### src/rtl/can_rx_frame_engine.sv
`default_nettype none
//==============================================================================
// Module   : can_rx_frame_engine
// Desc     : CAN 2.0A/B receive engine. Consumes one bus bit per sample_point,
//            removes stuff bits, checks CRC-15 and frame form, drives the ACK
//            slot, filters on ID and hands accepted frames to a single-entry
//            valid/ready holding register with overrun detection.
// Revision : 1.0 - initial release
//==============================================================================
module can_rx_frame_engine #(
    parameter int MAX_DATA_BYTES = 8,
    parameter int NUM_FILTERS    = 2,
    parameter int STUFF_LIMIT    = 5
) (
    input  logic                        clk,
    input  logic                        rst,
    input  logic                        rx_bit,
    input  logic                        sample_point,
    input  logic [NUM_FILTERS-1:0]      filt_en,
    input  logic [NUM_FILTERS*30-1:0]   filt_id,
    input  logic [NUM_FILTERS*30-1:0]   filt_mask,
    input  logic                        frame_ready,
    output logic                        frame_valid,
    output logic [28:0]                 frame_id,
    output logic                        frame_ide,
    output logic                        frame_rtr,
    output logic [3:0]                  frame_dlc,
    output logic [8*MAX_DATA_BYTES-1:0] frame_data,
    output logic [2:0]                  frame_hit_idx,
    output logic                        ack_drive,
    output logic                        err_stuff,
    output logic                        err_crc,
    output logic                        err_form,
    output logic                        overrun,
    output logic                        rx_busy
);

    localparam int c_DATA_W = 8 * MAX_DATA_BYTES;
    localparam int c_RUN_W  = $clog2(STUFF_LIMIT + 1);
    localparam logic [c_RUN_W-1:0] c_RUN_MAX = c_RUN_W'(STUFF_LIMIT);
    localparam logic [c_RUN_W-1:0] c_RUN_ONE = c_RUN_W'(1);
    localparam logic [14:0] c_CRC_POLY = 15'h4599;

    // Protocol states; codes ID_STD..DATA form a contiguous CRC-covered range
    localparam logic [3:0] c_ST_INTEGRATE = 4'd0;
    localparam logic [3:0] c_ST_IDLE      = 4'd1;
    localparam logic [3:0] c_ST_ID_STD    = 4'd2;
    localparam logic [3:0] c_ST_SRR_RTR   = 4'd3;
    localparam logic [3:0] c_ST_IDE       = 4'd4;
    localparam logic [3:0] c_ST_ID_EXT    = 4'd5;
    localparam logic [3:0] c_ST_RTR       = 4'd6;
    localparam logic [3:0] c_ST_R1        = 4'd7;
    localparam logic [3:0] c_ST_R0        = 4'd8;
    localparam logic [3:0] c_ST_DLC       = 4'd9;
    localparam logic [3:0] c_ST_DATA      = 4'd10;
    localparam logic [3:0] c_ST_CRC       = 4'd11;
    localparam logic [3:0] c_ST_CRC_DELIM = 4'd12;
    localparam logic [3:0] c_ST_ACK       = 4'd13;
    localparam logic [3:0] c_ST_ACK_DELIM = 4'd14;
    localparam logic [3:0] c_ST_EOF       = 4'd15;

    logic [3:0]          r_state;
    logic [6:0]          r_cnt;
    logic [14:0]         r_crc;
    logic [14:0]         r_crc_rx;
    logic [c_RUN_W-1:0]  r_run_cnt;
    logic                r_last_bit;
    logic [10:0]         r_base;
    logic [17:0]         r_ext;
    logic                r_srr;
    logic                r_ide;
    logic                r_rtr;
    logic [3:0]          r_dlc;
    logic [c_DATA_W-1:0] r_data;
    logic                r_ack;
    logic                r_err_stuff;
    logic                r_err_crc;
    logic                r_err_form;
    logic                r_busy;

    logic                r_frame_valid;
    logic [28:0]         r_frame_id;
    logic                r_frame_ide;
    logic                r_frame_rtr;
    logic [3:0]          r_frame_dlc;
    logic [c_DATA_W-1:0] r_frame_data;
    logic [2:0]          r_frame_hit;
    logic                r_overrun;

    logic                w_stuff_zone;
    logic                w_is_stuff;
    logic                w_crc_fb;
    logic [14:0]         w_crc_nxt;
    logic [3:0]          w_dlc_nxt;
    logic [6:0]          w_data_bits;
    logic [c_DATA_W-1:0] w_data_nxt;
    logic [29:0]         w_cand;
    logic                w_hit_any;
    logic [2:0]          w_hit_idx;
    logic                w_accept;
    logic                w_load;

    // Stuff bits are expected in the arbitration..CRC fields, and once more
    // right after the last CRC bit if that bit completed a run
    assign w_stuff_zone = ((r_state >= c_ST_ID_STD) && (r_state <= c_ST_CRC)) ||
                          ((r_state == c_ST_CRC_DELIM) && (r_run_cnt == c_RUN_MAX));
    assign w_is_stuff   = w_stuff_zone && (r_run_cnt == c_RUN_MAX);

    assign w_crc_fb    = rx_bit ^ r_crc[14];
    assign w_crc_nxt   = {r_crc[13:0], 1'b0} ^ (w_crc_fb ? c_CRC_POLY : 15'h0000);
    assign w_dlc_nxt   = {r_dlc[2:0], rx_bit};
    assign w_data_bits = (r_dlc > 4'd8) ? 7'd64 : {r_dlc, 3'b000};

    // Place the incoming data bit; bytes beyond the storage depth are dropped
    always_comb begin
        w_data_nxt = r_data;
        for (int b = 0; b < MAX_DATA_BYTES; b++) begin
            for (int k = 0; k < 8; k++) begin
                if ((r_cnt[5:3] == 3'(b)) && (r_cnt[2:0] == 3'(7 - k))) begin
                    w_data_nxt[8*b + k] = rx_bit;
                end
            end
        end
    end

    // Acceptance filtering: lowest enabled matching filter wins
    always_comb begin
        w_cand    = {r_ide, r_base, r_ext};
        w_hit_any = 1'b0;
        w_hit_idx = 3'd0;
        for (int k = NUM_FILTERS - 1; k >= 0; k--) begin
            if (filt_en[k] &&
                (((w_cand ^ filt_id[30*k +: 30]) & filt_mask[30*k +: 30]) == 30'd0)) begin
                w_hit_any = 1'b1;
                w_hit_idx = 3'(k);
            end
        end
    end

    assign w_accept = (filt_en == '0) || w_hit_any;
    assign w_load   = sample_point && (r_state == c_ST_EOF) && (r_cnt == 7'd5) &&
                      rx_bit && w_accept;

    // Bit-level receive state machine, advancing only on sample_point
    always_ff @(posedge clk or posedge rst) begin
        if (rst) begin
            r_state     <= c_ST_INTEGRATE;
            r_cnt       <= 7'd0;
            r_crc       <= 15'd0;
            r_crc_rx    <= 15'd0;
            r_run_cnt   <= '0;
            r_last_bit  <= 1'b0;
            r_base      <= 11'd0;
            r_ext       <= 18'd0;
            r_srr       <= 1'b0;
            r_ide       <= 1'b0;
            r_rtr       <= 1'b0;
            r_dlc       <= 4'd0;
            r_data      <= '0;
            r_ack       <= 1'b0;
            r_err_stuff <= 1'b0;
            r_err_crc   <= 1'b0;
            r_err_form  <= 1'b0;
            r_busy      <= 1'b0;
        end else begin
            r_err_stuff <= 1'b0;
            r_err_crc   <= 1'b0;
            r_err_form  <= 1'b0;
            if (sample_point) begin
                if (w_is_stuff) begin
                    if (rx_bit == r_last_bit) begin
                        r_err_stuff <= 1'b1;
                        r_state     <= c_ST_INTEGRATE;
                        r_cnt       <= 7'd0;
                        r_ack       <= 1'b0;
                        r_busy      <= 1'b0;
                    end else begin
                        r_run_cnt  <= c_RUN_ONE;
                        r_last_bit <= rx_bit;
                    end
                end else begin
                    if (w_stuff_zone) begin
                        if (rx_bit == r_last_bit) begin
                            r_run_cnt <= r_run_cnt + c_RUN_ONE;
                        end else begin
                            r_run_cnt  <= c_RUN_ONE;
                            r_last_bit <= rx_bit;
                        end
                    end
                    if ((r_state >= c_ST_ID_STD) && (r_state <= c_ST_DATA)) begin
                        r_crc <= w_crc_nxt;
                    end
                    case (r_state)
                        c_ST_INTEGRATE: begin
                            if (!rx_bit) begin
                                r_cnt <= 7'd0;
                            end else if (r_cnt == 7'd10) begin
                                r_cnt   <= 7'd0;
                                r_state <= c_ST_IDLE;
                            end else begin
                                r_cnt <= r_cnt + 7'd1;
                            end
                        end
                        c_ST_IDLE: begin
                            if (!rx_bit) begin
                                // SOF: a dominant bit into a zero CRC leaves it zero
                                r_state    <= c_ST_ID_STD;
                                r_cnt      <= 7'd0;
                                r_crc      <= 15'd0;
                                r_crc_rx   <= 15'd0;
                                r_run_cnt  <= c_RUN_ONE;
                                r_last_bit <= 1'b0;
                                r_base     <= 11'd0;
                                r_ext      <= 18'd0;
                                r_srr      <= 1'b0;
                                r_ide      <= 1'b0;
                                r_rtr      <= 1'b0;
                                r_dlc      <= 4'd0;
                                r_data     <= '0;
                                r_busy     <= 1'b1;
                            end
                        end
                        c_ST_ID_STD: begin
                            r_base <= {r_base[9:0], rx_bit};
                            if (r_cnt == 7'd10) begin
                                r_cnt   <= 7'd0;
                                r_state <= c_ST_SRR_RTR;
                            end else begin
                                r_cnt <= r_cnt + 7'd1;
                            end
                        end
                        c_ST_SRR_RTR: begin
                            r_srr   <= rx_bit;
                            r_state <= c_ST_IDE;
                        end
                        c_ST_IDE: begin
                            r_ide <= rx_bit;
                            if (rx_bit) begin
                                r_state <= c_ST_ID_EXT;
                            end else begin
                                r_rtr   <= r_srr;
                                r_state <= c_ST_R0;
                            end
                        end
                        c_ST_ID_EXT: begin
                            r_ext <= {r_ext[16:0], rx_bit};
                            if (r_cnt == 7'd17) begin
                                r_cnt   <= 7'd0;
                                r_state <= c_ST_RTR;
                            end else begin
                                r_cnt <= r_cnt + 7'd1;
                            end
                        end
                        c_ST_RTR: begin
                            r_rtr   <= rx_bit;
                            r_state <= c_ST_R1;
                        end
                        c_ST_R1: begin
                            r_state <= c_ST_R0;
                        end
                        c_ST_R0: begin
                            r_cnt   <= 7'd0;
                            r_state <= c_ST_DLC;
                        end
                        c_ST_DLC: begin
                            r_dlc <= w_dlc_nxt;
                            if (r_cnt == 7'd3) begin
                                r_cnt <= 7'd0;
                                if (r_rtr || (w_dlc_nxt == 4'd0)) begin
                                    r_state <= c_ST_CRC;
                                end else begin
                                    r_state <= c_ST_DATA;
                                end
                            end else begin
                                r_cnt <= r_cnt + 7'd1;
                            end
                        end
                        c_ST_DATA: begin
                            r_data <= w_data_nxt;
                            if (r_cnt == (w_data_bits - 7'd1)) begin
                                r_cnt   <= 7'd0;
                                r_state <= c_ST_CRC;
                            end else begin
                                r_cnt <= r_cnt + 7'd1;
                            end
                        end
                        c_ST_CRC: begin
                            r_crc_rx <= {r_crc_rx[13:0], rx_bit};
                            if (r_cnt == 7'd14) begin
                                r_cnt   <= 7'd0;
                                r_state <= c_ST_CRC_DELIM;
                            end else begin
                                r_cnt <= r_cnt + 7'd1;
                            end
                        end
                        c_ST_CRC_DELIM: begin
                            if ((r_crc_rx != r_crc) || !rx_bit) begin
                                r_err_crc  <= (r_crc_rx != r_crc);
                                r_err_form <= !rx_bit;
                                r_state    <= c_ST_INTEGRATE;
                                r_cnt      <= 7'd0;
                                r_ack      <= 1'b0;
                                r_busy     <= 1'b0;
                            end else begin
                                r_ack   <= 1'b1;
                                r_state <= c_ST_ACK;
                            end
                        end
                        c_ST_ACK: begin
                            r_ack   <= 1'b0;
                            r_state <= c_ST_ACK_DELIM;
                        end
                        c_ST_ACK_DELIM: begin
                            if (!rx_bit) begin
                                r_err_form <= 1'b1;
                                r_state    <= c_ST_INTEGRATE;
                                r_busy     <= 1'b0;
                            end else begin
                                r_state <= c_ST_EOF;
                            end
                            r_cnt <= 7'd0;
                        end
                        c_ST_EOF: begin
                            // The last EOF bit is tolerated dominant
                            if (r_cnt == 7'd6) begin
                                r_cnt   <= 7'd0;
                                r_state <= c_ST_IDLE;
                                r_busy  <= 1'b0;
                            end else if (!rx_bit) begin
                                r_err_form <= 1'b1;
                                r_cnt      <= 7'd0;
                                r_state    <= c_ST_INTEGRATE;
                                r_busy     <= 1'b0;
                            end else begin
                                r_cnt <= r_cnt + 7'd1;
                            end
                        end
                        default: begin
                            r_state <= c_ST_INTEGRATE;
                            r_cnt   <= 7'd0;
                        end
                    endcase
                end
            end
        end
    end

    // Single-entry holding register: load on completion, clear on consume,
    // keep the old frame and flag overrun if it has not been taken yet
    always_ff @(posedge clk or posedge rst) begin
        if (rst) begin
            r_frame_valid <= 1'b0;
            r_frame_id    <= 29'd0;
            r_frame_ide   <= 1'b0;
            r_frame_rtr   <= 1'b0;
            r_frame_dlc   <= 4'd0;
            r_frame_data  <= '0;
            r_frame_hit   <= 3'd0;
            r_overrun     <= 1'b0;
        end else begin
            r_overrun <= 1'b0;
            if (w_load) begin
                if (r_frame_valid && !frame_ready) begin
                    r_overrun <= 1'b1;
                end else begin
                    r_frame_valid <= 1'b1;
                    r_frame_id    <= {r_base, r_ext};
                    r_frame_ide   <= r_ide;
                    r_frame_rtr   <= r_rtr;
                    r_frame_dlc   <= r_dlc;
                    r_frame_data  <= r_data;
                    r_frame_hit   <= w_hit_idx;
                end
            end else if (r_frame_valid && frame_ready) begin
                r_frame_valid <= 1'b0;
            end
        end
    end

    assign frame_valid   = r_frame_valid;
    assign frame_id      = r_frame_id;
    assign frame_ide     = r_frame_ide;
    assign frame_rtr     = r_frame_rtr;
    assign frame_dlc     = r_frame_dlc;
    assign frame_data    = r_frame_data;
    assign frame_hit_idx = r_frame_hit;
    assign ack_drive     = r_ack;
    assign err_stuff     = r_err_stuff;
    assign err_crc       = r_err_crc;
    assign err_form      = r_err_form;
    assign overrun       = r_overrun;
    assign rx_busy       = r_busy;

endmodule
`default_nettype wire

### config.mk
export PLATFORM = sky130hd
export DESIGN_NAME = can_rx_frame_engine
export DESIGN_NICKNAME = d
export VERILOG_FILES = /design/src/rtl/can_rx_frame_engine.sv
export SDC_FILE = /design/constraint.sdc
export NUM_CORES = 1
export LEC_CHECK = 0
export CAP_MARGIN = 10
export CORE_ASPECT_RATIO = 1.4
export CORE_MARGIN = 5
export CORE_UTILIZATION = 60
export DETAILED_ROUTE_END_ITERATION = 10
export DONT_BUFFER_PORTS = 1
export PLACE_DENSITY_LB_ADDON = 0.05
export SETUP_SLACK_MARGIN = 0.5
export SYNTH_ARGS = -nofsm -noshare
export SYNTH_HDL_FRONTEND = slang
export SYNTH_SLANG_ARGS = --single-unit
### constraint.sdc
create_clock -name clk -period 22.5 [get_ports clk]
set_clock_uncertainty 0.15 [all_clocks]
set_input_delay 1.125 -clock clk [delete_from_list [all_inputs] [get_ports clk]]
set_output_delay 1.125 -clock clk [all_outputs]
set_load 0.01 [all_outputs]
# After elaboration in Yosys (flattened, before gate mapping)
# Index checks and enable logic that the tools add are counted.
classes:
  n_addsub: 3
  order_cmp: 4
  n_eq_ne: 118
  n_mux: 156
  n_bitwise: 8
  reduce_logical: 181
op_table:
  columns: ["op", "n"]
  rows:
  - ["AND reduction 5 bit", 67]
  - ["!= test 2 bit (second input constant)", 68]
  - ["one-hot mux 64 bit (2 select lines)", 1]
  - ["two-way mux 1 bit", 100]
  - ["two-way mux 7 bit", 13]
  - ["logical AND 1 bit", 76]
  - ["two-way mux 15 bit", 5]
  - ["one-hot mux 7 bit (10 select lines)", 1]
  - ["two-way mux 64 bit", 1]
  - ["one-hot mux 4 bit (16 select lines)", 1]
  - ["bitwise AND 30 bit", 2]
  - ["logical NOT 30 bit", 2]
  - ["two-way mux 4 bit", 15]
  - ["XOR 30 bit", 2]
  - ["one-hot mux 18 bit (2 select lines)", 1]
  - ["== test 4 bit (second input constant)", 8]
  - ["one-hot mux 15 bit (2 select lines)", 1]
  - ["== test 3 bit (second input constant)", 9]
  - ["!= test 3 bit (second input constant)", 8]
  - ["AND reduction 4 bit", 6]
  - ["one-hot mux 11 bit (2 select lines)", 1]
  - ["two-way mux 3 bit", 7]
  - ["two-way mux 18 bit", 1]
  - ["== test 4 x 3 -> 1 bit (second input constant)", 4]
  - ["41 further kinds", 70]
word_totals:
  regBits: 254
  inputBits: 127
  output_inout_bits: 109

# Longest topological paths before layout
# Gate-level depths: netlist (run 1).
logic_depth:
  depth_word: 10
  mapped_depth: 11
  mapped_depth_nobuf: 9

# Least setup slack after synthesis (run 1)
# OpenSTA, ideal clock, no wires.
synth_timing:
  kind: "input-to-reg"
  from: "in filt_id[21]"
  to: "reg r_frame_data[52], in the netlist frame_data[52]"
  setup_time_ns: 0.125
  arrival_ns: 2.866
  required_time_ns: 22.225
  slack_ns: 19.358
  path_stages: 10
  cell_sequence: "xor2_1 -> a22oi_1 -> nand4_1 -> nor4_2 -> nor3_2 -> nor3b_2 -> buf_4 -> buf_8 -> buf_12 -> mux2_4"
synth_between:
  elab_chain_cells: 8
synth_lines:
  columns: ["element", "line", "text"]
  rows:
  - ["from (decl)", "20", "input logic [NUM_FILTERS*30-1:0] filt_id,"]
  - ["XOR 30 bit", "133", "(((w_cand ^ filt_id[30*k +: 30]) & filt_mask[30*k +: 30]) == 30'd0)) begin"]
  - ["bitwise AND 30 bit", "133", null]
  - ["logical NOT 30 bit", "133", null]
  - ["logical AND 1 bit", "132", "if (filt_en[k] &&"]
  - ["two-way mux 1 bit", "132", null]
  - ["logical OR 1 bit", "140", "assign w_accept = (filt_en == '0) || w_hit_any;"]
  - ["logical AND 1 bit", "142", "rx_bit && w_accept;"]
  - ["AND reduction 2 bit (no source line)", null, null]
  - ["to (signal assigned)", "371", "r_frame_data <= r_data;"]
  - ["to (decl)", "86", "logic [c_DATA_W-1:0] r_frame_data;"]
# No other way between the ends.
# A chain may end at the register's enable or synchronous reset.

# Final worst setup path (run 1)
layout_timing:
  from: "reg r_state[0]"
  to: "reg r_frame_data[32], in the netlist frame_data[32]"
layout_between:
  elab_chain_cells: 6
layout_lines:
  columns: ["element", "line", "text"]
  rows:
  - ["from (decl)", "62", "logic [3:0] r_state;"]
  - ["from (signal assigned)", "147", "r_state <= c_ST_INTEGRATE;"]
  - ["from (signal assigned)", "173", "r_state <= c_ST_INTEGRATE;"]
  - ["from (signal assigned)", "199", "r_state <= c_ST_IDLE;"]
  - ["== test 4 bit", "141", "assign w_load = sample_point && (r_state == c_ST_EOF) && (r_cnt == 7'd5) &&"]
  - ["logical AND 1 bit (3 in series)", "141", null]
  - ["logical AND 1 bit", "142", null]
  - ["AND reduction 2 bit (no source line)", null, null]
# No other way between the ends.

==> results of run 1 <==
## metal layers
layer	part of all wire, %	track usage, %
met1	38	35.2
met2	51	50.9
met3	7.1	5.82
met4	4.1	10.8
met5	0	0
## registers in the layout, summed over array words and instances, names as in the netlist, 3 cells and up
name,cells
r_crc_rx,15
frame_dlc,4
r_data,64
r_cnt,7
r_run_cnt,3
frame_id,29
r_dlc,4
r_ext,18
r_state,4
frame_data,64
r_crc,15
r_base,11
## kinds of logic (layout without fill, tap and decap cells)
kind of cell	count (synthesis)	count (layout)	share of synthesized area, %
AOI/OAI and AO/OA	368	368	17.2
xor gates and xnor gates	88	88	6.24
adders and majority gates	11	11	1.11
buffers and inverters	89	70	3.40
DFF	252	252	51.0
muxes	112	112	10.4
other	1	2	0.0303
and+or+nand+nor	279	279	10.5
## power breakdown
part	leakage (nW)	switching, mW	total (mW)	internal, mW
Clock	0.418	0.183	0.436	0.253
Sequential	3.49	0.0439	0.521	0.477
Combinational	2.27	0.166	0.257	0.0908
Total	6.18	0.393	1.21	0.821
## synthesized netlist by cell type, types with 14 or more instances
cell type | count | area [um2]
buf_1 | 15 | 56.3
xnor2_1 | 19 | 166
o21ai_0 | 193 | 966
xor2_1 | 69 | 604
nand2_1 | 133 | 499
nand4_1 | 20 | 125
mux2_2 | 89 | 1000
nand3_1 | 14 | 70.1
a21oi_1 | 81 | 405
nor2_1 | 48 | 180
clkbuf_1 | 40 | 150
dfrtp_1 | 252 | 6310
a22oi_1 | 35 | 263
## how the worst max path moves through the flow
stage	end	slack (ps)	cells after the start
2_1_floorplan	ack_drive	14300	1
3_3_place_gp	frame_data[15]	17530	8
3_5_place_dp	frame_data[31]	17510	8
4_1_cts	frame_data[51]	18000	8
5_1_grt	frame_data[42]	18560	6
6_report	frame_data[32]	18740	6
## through the flow
step / std cells / power (mW) / cell area (um2) / hold WS, ps
2_1_floorplan: 1201 / 0.718 / 12400 / 302
3_3_place_gp: 1391 / 0.778 / 12400 / 330
3_5_place_dp: 1391 / 0.781 / 12400 / 338
4_1_cts: 1437 / 1.22 / 13300 / 354
5_1_grt: 1438 / 1.27 / 13300 / 368
6_report: 1438 / 1.21 / 13300 / 349
## worst max-delay path: stages (launching register included)
cell,delay (ps)
dfrtp_1,830
nand2_1,310
nor2_1,420
nand3_1,220
nor3b_4,410
buf_4,810
mux2_2,410
## cell type report
cell class	count	area [um2]
Timing Repair Buffer	12	97.6
Tap cell	256	320
Fill cell	1645	7110
Clock buffer	31	688
Multi-Input combinational cell	860	5660
Sequential cell	252	6310
Inverter	12	52.6
Clock inverter	15	173
==> impl_metrics.py, run 1 <==
metrics = {
    "run_status": {
        "status": "finished clean",
    },
    "grt": {
        "overflow": 0,
        "grt_start_max_net_pins": 95,
        "grt_pass1_wl_um": 55100,
        "antenna_found_initial": 0,
        "grt_pass1_vias": 9101,
        "grt.total_usage_pct": 29.0,
    },
    "synthesis": {
        "synth_flop_cell": "dfrtp_1",
        "synth-seq-area-share_pct": 51.0,
        "synth_warnings": 0,
        "avgSynthCellArea_um2": 10.3,
        "synth_edf_count": 0,
        "syn_area_um2": 12400,
        "synth_seq_cells": 252,
        "synth_cell_types": 64,
        "netlist_instances": 1200,
        "ys_async_sr_fraction_pct": 100,
    },
    "layout": {
        "fin_util_pct": 65.2,
        "layout_commonest_cell": "dfrtp_1",
        "synthToLayoutAreaGrowth_pct": 7.54,
        "drive_above_1_share_pct": 15.0,
        "nets": 1301,
        "num_antenna_cells": 0,
        "mostFrequentLayoutCells": "252 x dfrtp_1, 193 x o21ai_0, 133 x nand2_1",
    },
    "worst_setup_path": {
        "endpoint_kind": "register",
        "r2r_cells": 6,
        "crit_arrival_ps": 4010,
        "rr_endpoint": "frame_data[32]",
        "crit_path_start_kind": "register",
        "r2r_start": "r_state[0]",
        "cp_data_required_time_ps": 22760,
        "path_class": "reg2reg",
        "r2r_slack_ps": 18740,
        "startpoint": "r_state[0]",
        "cp_max_fo": 75,
    },
    "clock_network": {
        "cts_tree": "yes",
        "clk_latency_ps": 530,
        "cts-resized-gates": 0,
        "cts.hold.buffers_added": 0,
        "clk_pin_slew_ps": 70,
        "cts_buffer_depth": 3,
        "root_buffer": "clkbuf_16",
        "htreeDepth": 1,
        "cts_buffers": 25,
        "numClockSinks": 252,
        "cts_setup_buffers": 0,
    },
    "routing": {
        "first_pass_iters": 5,
        "drt_iter0_markers": 820,
        "drt-wirelength-per-cell_um": 24.4,
        "vias_per_cell": 6.40,
        "vias": 9204,
        "ant_nets": 0,
        "drc": 0,
        "wirelength_um": 35100,
    },
    "pwr": {
        "max-vdd-ir-drop_mv": 0.0883,
        "p_leak_nw": 6.18,
        "power_density_nw_per_um2": 91.3,
    },
    "run": {
        "maxCapViolations": 0,
    },
    "die": {
        "start_util_pct": 60.6,
        "rows": 62,
        "die_w_um": 131,
        "io_pins": 236,
        "die-area_um2": 23600,
        "fp.coreArea_um2": 20400,
        "fp.dieH_um": 180,
    },
    "place": {
        "dp_hpwl_um": 25000,
        "pre_cts_slack_ps": 17510,
        "place.gp.congestion": 0.945,
        "numPortBuffers": 0,
    },
    "timing": {
        "final-setup-viol-count": 0,
        "maxSlewHeadroom_pct": 31.7,
        "fmax_mhz": 266,
        "rsz0062_at_grt": "false",
        "finalCritPeriodShare_pct": 16.7,
        "fin_ws_ps": 18740,
        "tightest_slew_ps": 1020,
        "hold_viol_final": 0,
        "setup-tns-final_ps": 0,
        "drv_slew": 0,
        "min_period_ps": 3760,
    },
    "min_path": {
        "hold_start": "r_data[45]",
        "hp-class": "reg2reg",
        "min_to": "frame_data[45]",
        "hold_depth": 1,
    },
}
Note: power is estimated with default switching activity, not from simulation.
==> run 2: changes to the inputs <==
==> constraint.sdc (replaced) <==
create_clock -name clk -period 3.54 [get_ports clk]
set_clock_uncertainty 0.15 [all_clocks]
set_input_delay 0.177 -clock clk [delete_from_list [all_inputs] [get_ports clk]]
set_output_delay 0.177 -clock clk [all_outputs]
set_load 0.01 [all_outputs]
==> run 2 against run 1 <==
Against the previous run:
- total power rose to 6.5 times the previous value
- maximum frequency up 26%
- combinational power rose to 7.0 times the previous value
- critical path depth up 3
- via count up 3.3%
- final cell count up 2.9%
==> impl_metrics.py, run 2 (same netlist as run 1, synthesis figures left out) <==
metrics = {
    "run_status": {
        "status": "finished clean",
    },
    "layout": {
        "stdcell_area_um2": 13800,
        "layout_commonest_cell": "dfrtp_1",
        "nets": 1345,
        "num_antenna_cells": 0,
        "synthToLayoutAreaGrowth_pct": 11.5,
        "mostFrequentLayoutCells": "249 x dfrtp_1, 193 x o21ai_0, 133 x nand2_1",
        "final_cells": 1479,
        "nFillCells": 1655,
        "drive_above_1_share_pct": 17.3,
    },
    "worst_setup_path": {
        "cp_top_family": "simple AND/OR/NAND/NOR gates",
        "cp_data_required_time_ps": 3790,
        "worst_path_max_delay_cell": "dfrtp_2",
        "path_class": "reg2reg",
        "crit_chain": "xor2_1 > a222oi_1 > nand3_1 > nor4_4 > nor3_2 > nor3b_4 > buf_4 > buf_12 > mux2_2",
        "rr_endpoint": "frame_data[9]",
        "endpoint_kind": "register",
        "crit_arrival_ps": 3230,
        "cp_max_fo": 27,
        "path_buf_inv": 2,
        "r2r_slack_ps": 550,
        "r2r_start": "r_ext[11]",
        "r2r_cells": 9,
        "crit_path_start_kind": "register",
        "cp.depth": 9,
        "max_stage_delay_ps": 470,
    },
    "clock_network": {
        "clk_latency_ps": 520,
        "cts_tree": "yes",
        "cts_buffer_depth": 3,
        "numClockSinks": 252,
        "cts_buffers": 24,
        "htreeDepth": 1,
        "clk_pin_slew_ps": 70,
        "root_buffer": "clkbuf_16",
    },
    "place": {
        "place.gp.congestion": 0.925,
        "dp_hpwl_um": 26100,
        "dp_cells": 1420,
        "post_dp_cell_area_um2": 12700,
        "numPortBuffers": 0,
    },
    "routing": {
        "vias_per_cell": 6.43,
        "wirelength_um": 36300,
        "drc": 0,
        "vias": 9507,
        "first_pass_iters": 6,
        "drt-wirelength-per-cell_um": 24.5,
        "ant_nets": 0,
        "drt_iter0_markers": 857,
    },
    "min_path": {
        "hold_depth": 4,
        "min_to": "r_crc[12]",
        "hold_start": "sample_point",
        "hp-class": "in2reg",
    },
    "die": {
        "fp.coreArea_um2": 20400,
        "fp.dieH_um": 180,
        "die-area_um2": 23600,
        "start_util_pct": 60.6,
        "die_w_um": 131,
        "io_pins": 236,
        "rows": 62,
    },
    "timing": {
        "final-setup-viol-count": 0,
        "finalCritPeriodShare_pct": 84.4,
        "maxSlewHeadroom_pct": 37.7,
        "tightest_slew_ps": 932,
        "min_period_ps": 2990,
        "fmax_mhz": 335,
        "drv_slew": 0,
        "hold_viol_final": 0,
        "setup-tns-final_ps": 0,
        "rsz0062_at_grt": "true",
    },
    "pwr": {
        "power.internal_mw": 5.41,
        "sw_frac_of_total_pct": 31.3,
        "finalPower_mw": 7.86,
        "combPwrFrac_pct": 22.9,
        "max-vdd-ir-drop_mv": 0.556,
        "p_leak_nw": 6.45,
        "clkPwrFrac_pct": 35.4,
        "p_seq_share_pct": 41.7,
        "switching_power_mw": 2.46,
        "power_density_nw_per_um2": 571,
    },
    "grt": {
        "grt_pass1_wl_um": 57300,
        "grt.total_usage_pct": 30.1,
        "grt_pass1_vias": 9643,
        "overflow": 0,
        "antenna_found_initial": 0,
        "grt_start_max_net_pins": 72,
    },
    "run": {
        "maxCapViolations": 0,
    },
}
==> run 2: changes by cell type in the layout (fill, tap and decap cells not counted), moves of 3 or more <==
cell / previous run / this run
dfrtp_1: 252 / 249
dfrtp_2: 0 / 3
buf_12: 0 / 4
clkinv_4: 3 / 0
buf_4: 11 / 39
a22oi_2: 0 / 3
a22oi_1: 35 / 32
dlygate4sd3_1: 0 / 11
==> run 2: layout make-up <==
type                            instances  area, um2  area share [%]
Clock inverter                          8        140            1.02
Tap cell                              256        320            2.32
Inverter                               12       48.8           0.354
Sequential cell                       252       6310            45.8
Timing Repair Buffer                   57        543            3.94
Clock buffer                           34        719            5.22
Multi-Input combinational cell        860       5700            41.3
==> run 2: power by group through the flow <==
stage / sequential, mW / clock (mW) / combinational, mW
after floorplan: 3.22 / 0 / 1.35
after global placement: 3.33 / 0 / 1.73
after detailed placement: 3.33 / 0 / 1.75
after CTS: 3.28 / 2.82 / 1.78
after global routing: 3.31 / 2.96 / 2.00
final: 3.28 / 2.78 / 1.80
==> run 2: metrics by stage <==
step | setup WS, ps | utilization [%] | hold WS [ps]
after floorplan | -103 | - | 243
after global placement | 366 | 62.2 | 115
after detailed placement | 333 | 62.2 | 120
after CTS | 499 | 67.4 | 24.5
after global routing | 461 | 67.5 | 67.7
final | 554 | 67.5 | 39.9
==> run 2: how the worst max path moves through the flow <==
stage	start	endpoint
finish	r_ext[11]	frame_data[9]
global route	r_ext[11]	frame_data[8]
CTS	r_ext[11]	frame_data[0]
detailed placement	r_ext[3]	frame_id[10]
global placement	r_ext[3]	frame_dlc[1]
floorplan	rst	ack_drive
==> run 2: worst reg2reg max path: stages, from the launching register on <==
cell and delay, ps:
dfrtp_2 470, xor2_1 180, a222oi_1 320, nand3_1 200, nor4_4 360, nor3_2 120
nor3b_4 300, buf_4 200, buf_12 190, mux2_2 380
==> run 2: what timing repair did <==
item	in CTS	in global routing
pin swaps	5	5
hold buffers	12	0
setup buffers	3	1
hold endpoints to repair	83	0
gates resized for setup	8	4
gates cloned	1	0
endpoints found under the setup margin	97	98
==> run 2: routing by layer <==
layer	part of all wire [%]	global-route usage [%]
met4	4.5	12.5
met1	36	35.2
met3	7.4	6.49
met5	0	0
met2	52	53.5
==> run 3: changes to the inputs <==
--- a/config.mk
+++ b/config.mk
@@ -5,6 +5,7 @@
 export SDC_FILE = /design/constraint.sdc
 export NUM_CORES = 1
 export LEC_CHECK = 0
+export ABC_AREA = 1
 export CAP_MARGIN = 10
 export CORE_ASPECT_RATIO = 1.4
 export CORE_MARGIN = 5
==> constraint.sdc (replaced) <==
create_clock -name clk -period 3.1 [get_ports clk]
set_clock_uncertainty 0.15 [all_clocks]
set_input_delay 0.155 -clock clk [delete_from_list [all_inputs] [get_ports clk]]
set_output_delay 0.155 -clock clk [all_outputs]
set_load 0.01 [all_outputs]
==> run 3 against run 2 <==
Against the previous run:
- synthesized cell count increased by 45%
- die area increased by 7.1%
- routed wire length up 11%
- synthesized area grew 7.6%
- cell area increased by 7.4%
- critical path depth rose by 4
- clock power increased by 18%
- critical endpoint is now frame_data[49]
- worst setup slack gained 84 ps
- total power rose by 49%
- clock-buffer cell count is 1 lower
- via count rose by 27%
- maximum frequency rose by 21%
==> impl_metrics.py, run 3 <==
metrics = {
    "place": {
        "dp_cells": 1969,
        "place.gp.congestion": 0.964,
        "pre_cts_slack_ps": 410,
        "dp_hpwl_um": 27700,
        "numPortBuffers": 0,
    },
    "clock_network": {
        "cts_buffer_depth": 3,
        "root_buffer": "clkbuf_16",
        "cts_buffers": 26,
        "htreeDepth": 1,
        "cts_tree": "yes",
        "clk_latency_ps": 540,
        "numClockSinks": 252,
        "clk_pin_slew_ps": 70,
    },
    "routing": {
        "ant_nets": 0,
        "drc": 0,
        "first_pass_iters": 5,
        "wirelength_um": 40100,
        "vias_per_cell": 5.95,
        "drt_iter0_markers": 1009,
        "drt-wirelength-per-cell_um": 19.8,
        "vias": 12100,
    },
    "timing": {
        "min_period_ps": 2460,
        "fmax_mhz": 406,
        "setup-tns-final_ps": 0,
        "maxSlewHeadroom_pct": 42.7,
        "tightest_slew_ps": 856,
        "whs_ps": 38.0,
        "rsz0062_at_grt": "true",
        "drv_slew": 0,
        "fin_ws_ps": 638,
        "final-setup-viol-count": 0,
        "finalCritPeriodShare_pct": 79.4,
        "hold_viol_final": 0,
    },
    "grt": {
        "grt_pass1_vias": 11600,
        "overflow": 0,
        "grt_pass1_wl_um": 62700,
        "grt.total_usage_pct": 31.0,
        "grt_start_max_net_pins": 95,
        "antenna_found_initial": 0,
    },
    "die": {
        "io_pins": 236,
        "rows": 64,
        "die-area_um2": 25300,
        "start_util_pct": 60.8,
        "fp.coreArea_um2": 21900,
        "die_w_um": 136,
        "fp.dieH_um": 186,
    },
    "synthesis": {
        "synth.most_common_cell": "nand2_1",
        "synth-seq-area-share_pct": 47.4,
        "synth_cell_types": 44,
        "synth_warnings": 0,
        "synth_flop_cell": "dfrtp_1",
        "netlist_top_cells_area": "dfrtp_1 47%, nand2_1 14%, inv_1 5.1%",
        "synth_top_area_cell": "dfrtp_1",
        "synth_seq_cells": 252,
        "netlist_instances": 1735,
        "syn_area_um2": 13300,
        "avgSynthCellArea_um2": 7.67,
        "synth_edf_count": 0,
        "ys_async_sr_fraction_pct": 100,
        "netlist.area_leader.share_pct": 47.4,
        "synth_common_cells": "499 x nand2_1, 252 x dfrtp_1, 182 x inv_1",
    },
    "worst_setup_path": {
        "crit_path_frequent_cell": "nand2_1",
        "r2r_start": "r_base[0]",
        "path_buf_inv": 2,
        "worst_path_max_delay_cell": "dfrtp_1",
        "path_class": "reg2reg",
        "max_stage_delay_ps": 480,
        "r2r_slack_ps": 640,
        "crit_arrival_ps": 2730,
        "rr_endpoint": "frame_data[49]",
        "crit_chain": "inv_1 > nand2_1 > nand3_1 > nand2_1 > nor2_1 > nand2_1 > nor2_1 > nand2_1 > nand3_4 > nand3_4 > clkbuf_16 > nand2_1 > nand2_1",
        "cp_top_family": "simple AND/OR/NAND/NOR gates",
        "crit_path_start_kind": "register",
        "endpoint_kind": "register",
        "cp_data_required_time_ps": 3370,
        "cp_max_fo": 20,
        "r2r_cells": 13,
    },
    "min_path": {
        "hold_start": "filt_en[1]",
        "min_to": "frame_hit_idx[0]",
        "hp-class": "in2reg",
        "hold_depth": 8,
    },
    "pwr": {
        "max-vdd-ir-drop_mv": 0.640,
        "p_leak_nw": 7.46,
        "power_density_nw_per_um2": 790,
    },
    "layout": {
        "layout_commonest_cell": "nand2_1",
        "num_antenna_cells": 0,
        "nets": 1854,
        "drive_above_1_share_pct": 7.67,
        "synthToLayoutAreaGrowth_pct": 11.2,
        "mostFrequentLayoutCells": "496 x nand2_1, 249 x dfrtp_1, 181 x inv_1",
        "final_cells": 2032,
        "fin_util_pct": 67.7,
    },
    "run_status": {
        "status": "finished clean",
    },
    "run": {
        "maxCapViolations": 0,
    },
}
==> run 3: cell count changes after synthesis, sizes merged, moves of 57 or more <==
cell   before  now
inv        12  185
nand2     134  505
a31oi      10   67
mux2      100    0
nand4      20  109
nand3      15  136
o21ai     201  138
==> run 3: per-stage QoR <==
step                area [um2]  power, mW
floorplan                13300       7.32
global placement         13600       8.14
detailed placement       13600       8.26
CTS                      14600       11.6
global route             14800       12.4
finish                   14800       11.7
==> run 3: timing repair <==
action	CTS	global route
hold buffers	5	0
gates resized for setup	0	16
gates cloned	1	4
hold endpoints to repair	301	0
pin swaps	1	1
setup endpoints to repair	55	198
setup buffers	2	4
==> run 3: cells by family (layout without fill, tap and decap cells) <==
logic type               count (synthesis)  count (layout)  share of synthesized area [%]
flip-flops                             252             252                           47.4
buffers and inverters                  280             277                           8.63
AND/OR/NAND/NOR                        862             864                           28.6
adder cells (fa/ha/maj)                 11              11                           1.03
AO/OA/AOI/OAI                          308             308                           12.9
XOR/XNOR                                21              21                           1.38
other                                    1               2                         0.0282
==> run 3: power breakdown <==
group | leakage, nW | internal, mW | switching (mW) | total [mW]
registers | 3.32 | 4.06 | 0.667 | 4.73
clock network | 0.440 | 1.97 | 1.32 | 3.29
logic | 3.70 | 1.33 | 2.34 | 3.67
==> run 3: worst register-to-register path, cell delays in order (launching register included) <==
cell	delay (ps)
dfrtp_1	480
inv_1	180
nand2_1	80
nand3_1	170
nand2_1	70
nor2_1	120
nand2_1	60
nor2_1	90
nand2_1	150
nand3_4	190
nand3_4	190
clkbuf_16	280
nand2_1	80
nand2_1	60
==> run 3: layout make-up <==
| cell class | count | area (um2) |
|---|---|---|
| fill | 1878 | 7070 |
| sequential | 252 | 6310 |
| multi-input combinational | 1206 | 5950 |
| clock buffer | 33 | 717 |
| inverter | 186 | 703 |
| timing repair buffer | 44 | 547 |
| tap | 297 | 372 |
| clock inverter | 14 | 189 |
==> run 3: worst max path at each step <==
stage / slack, ps / startpoint / to / depth (start not counted)
global route: 480 / r_cnt[2] / frame_data[56] / 9
CTS: 520 / r_ext[3] / frame_data[19] / 12
global placement: 410 / r_state[3] / r_data[8] / 10
finish: 640 / r_base[0] / frame_data[49] / 13
detailed placement: 410 / r_state[3] / r_data[9] / 10
floorplan: -520 / rst / ack_drive / 1
==> run 3: layer usage <==
| metal | up-vias | global-route usage [%] | share of wire (%) |
|---|---|---|---|
| met5 | - | 0 | 0 |
| met4 | 0 | 9.72 | 3.3 |
| met3 | 93 | 5.92 | 8.0 |
| met2 | 488 | 55.3 | 51 |
| met1 | 5762 | 38.2 | 38 |
| li1 | 5740 | - | - |
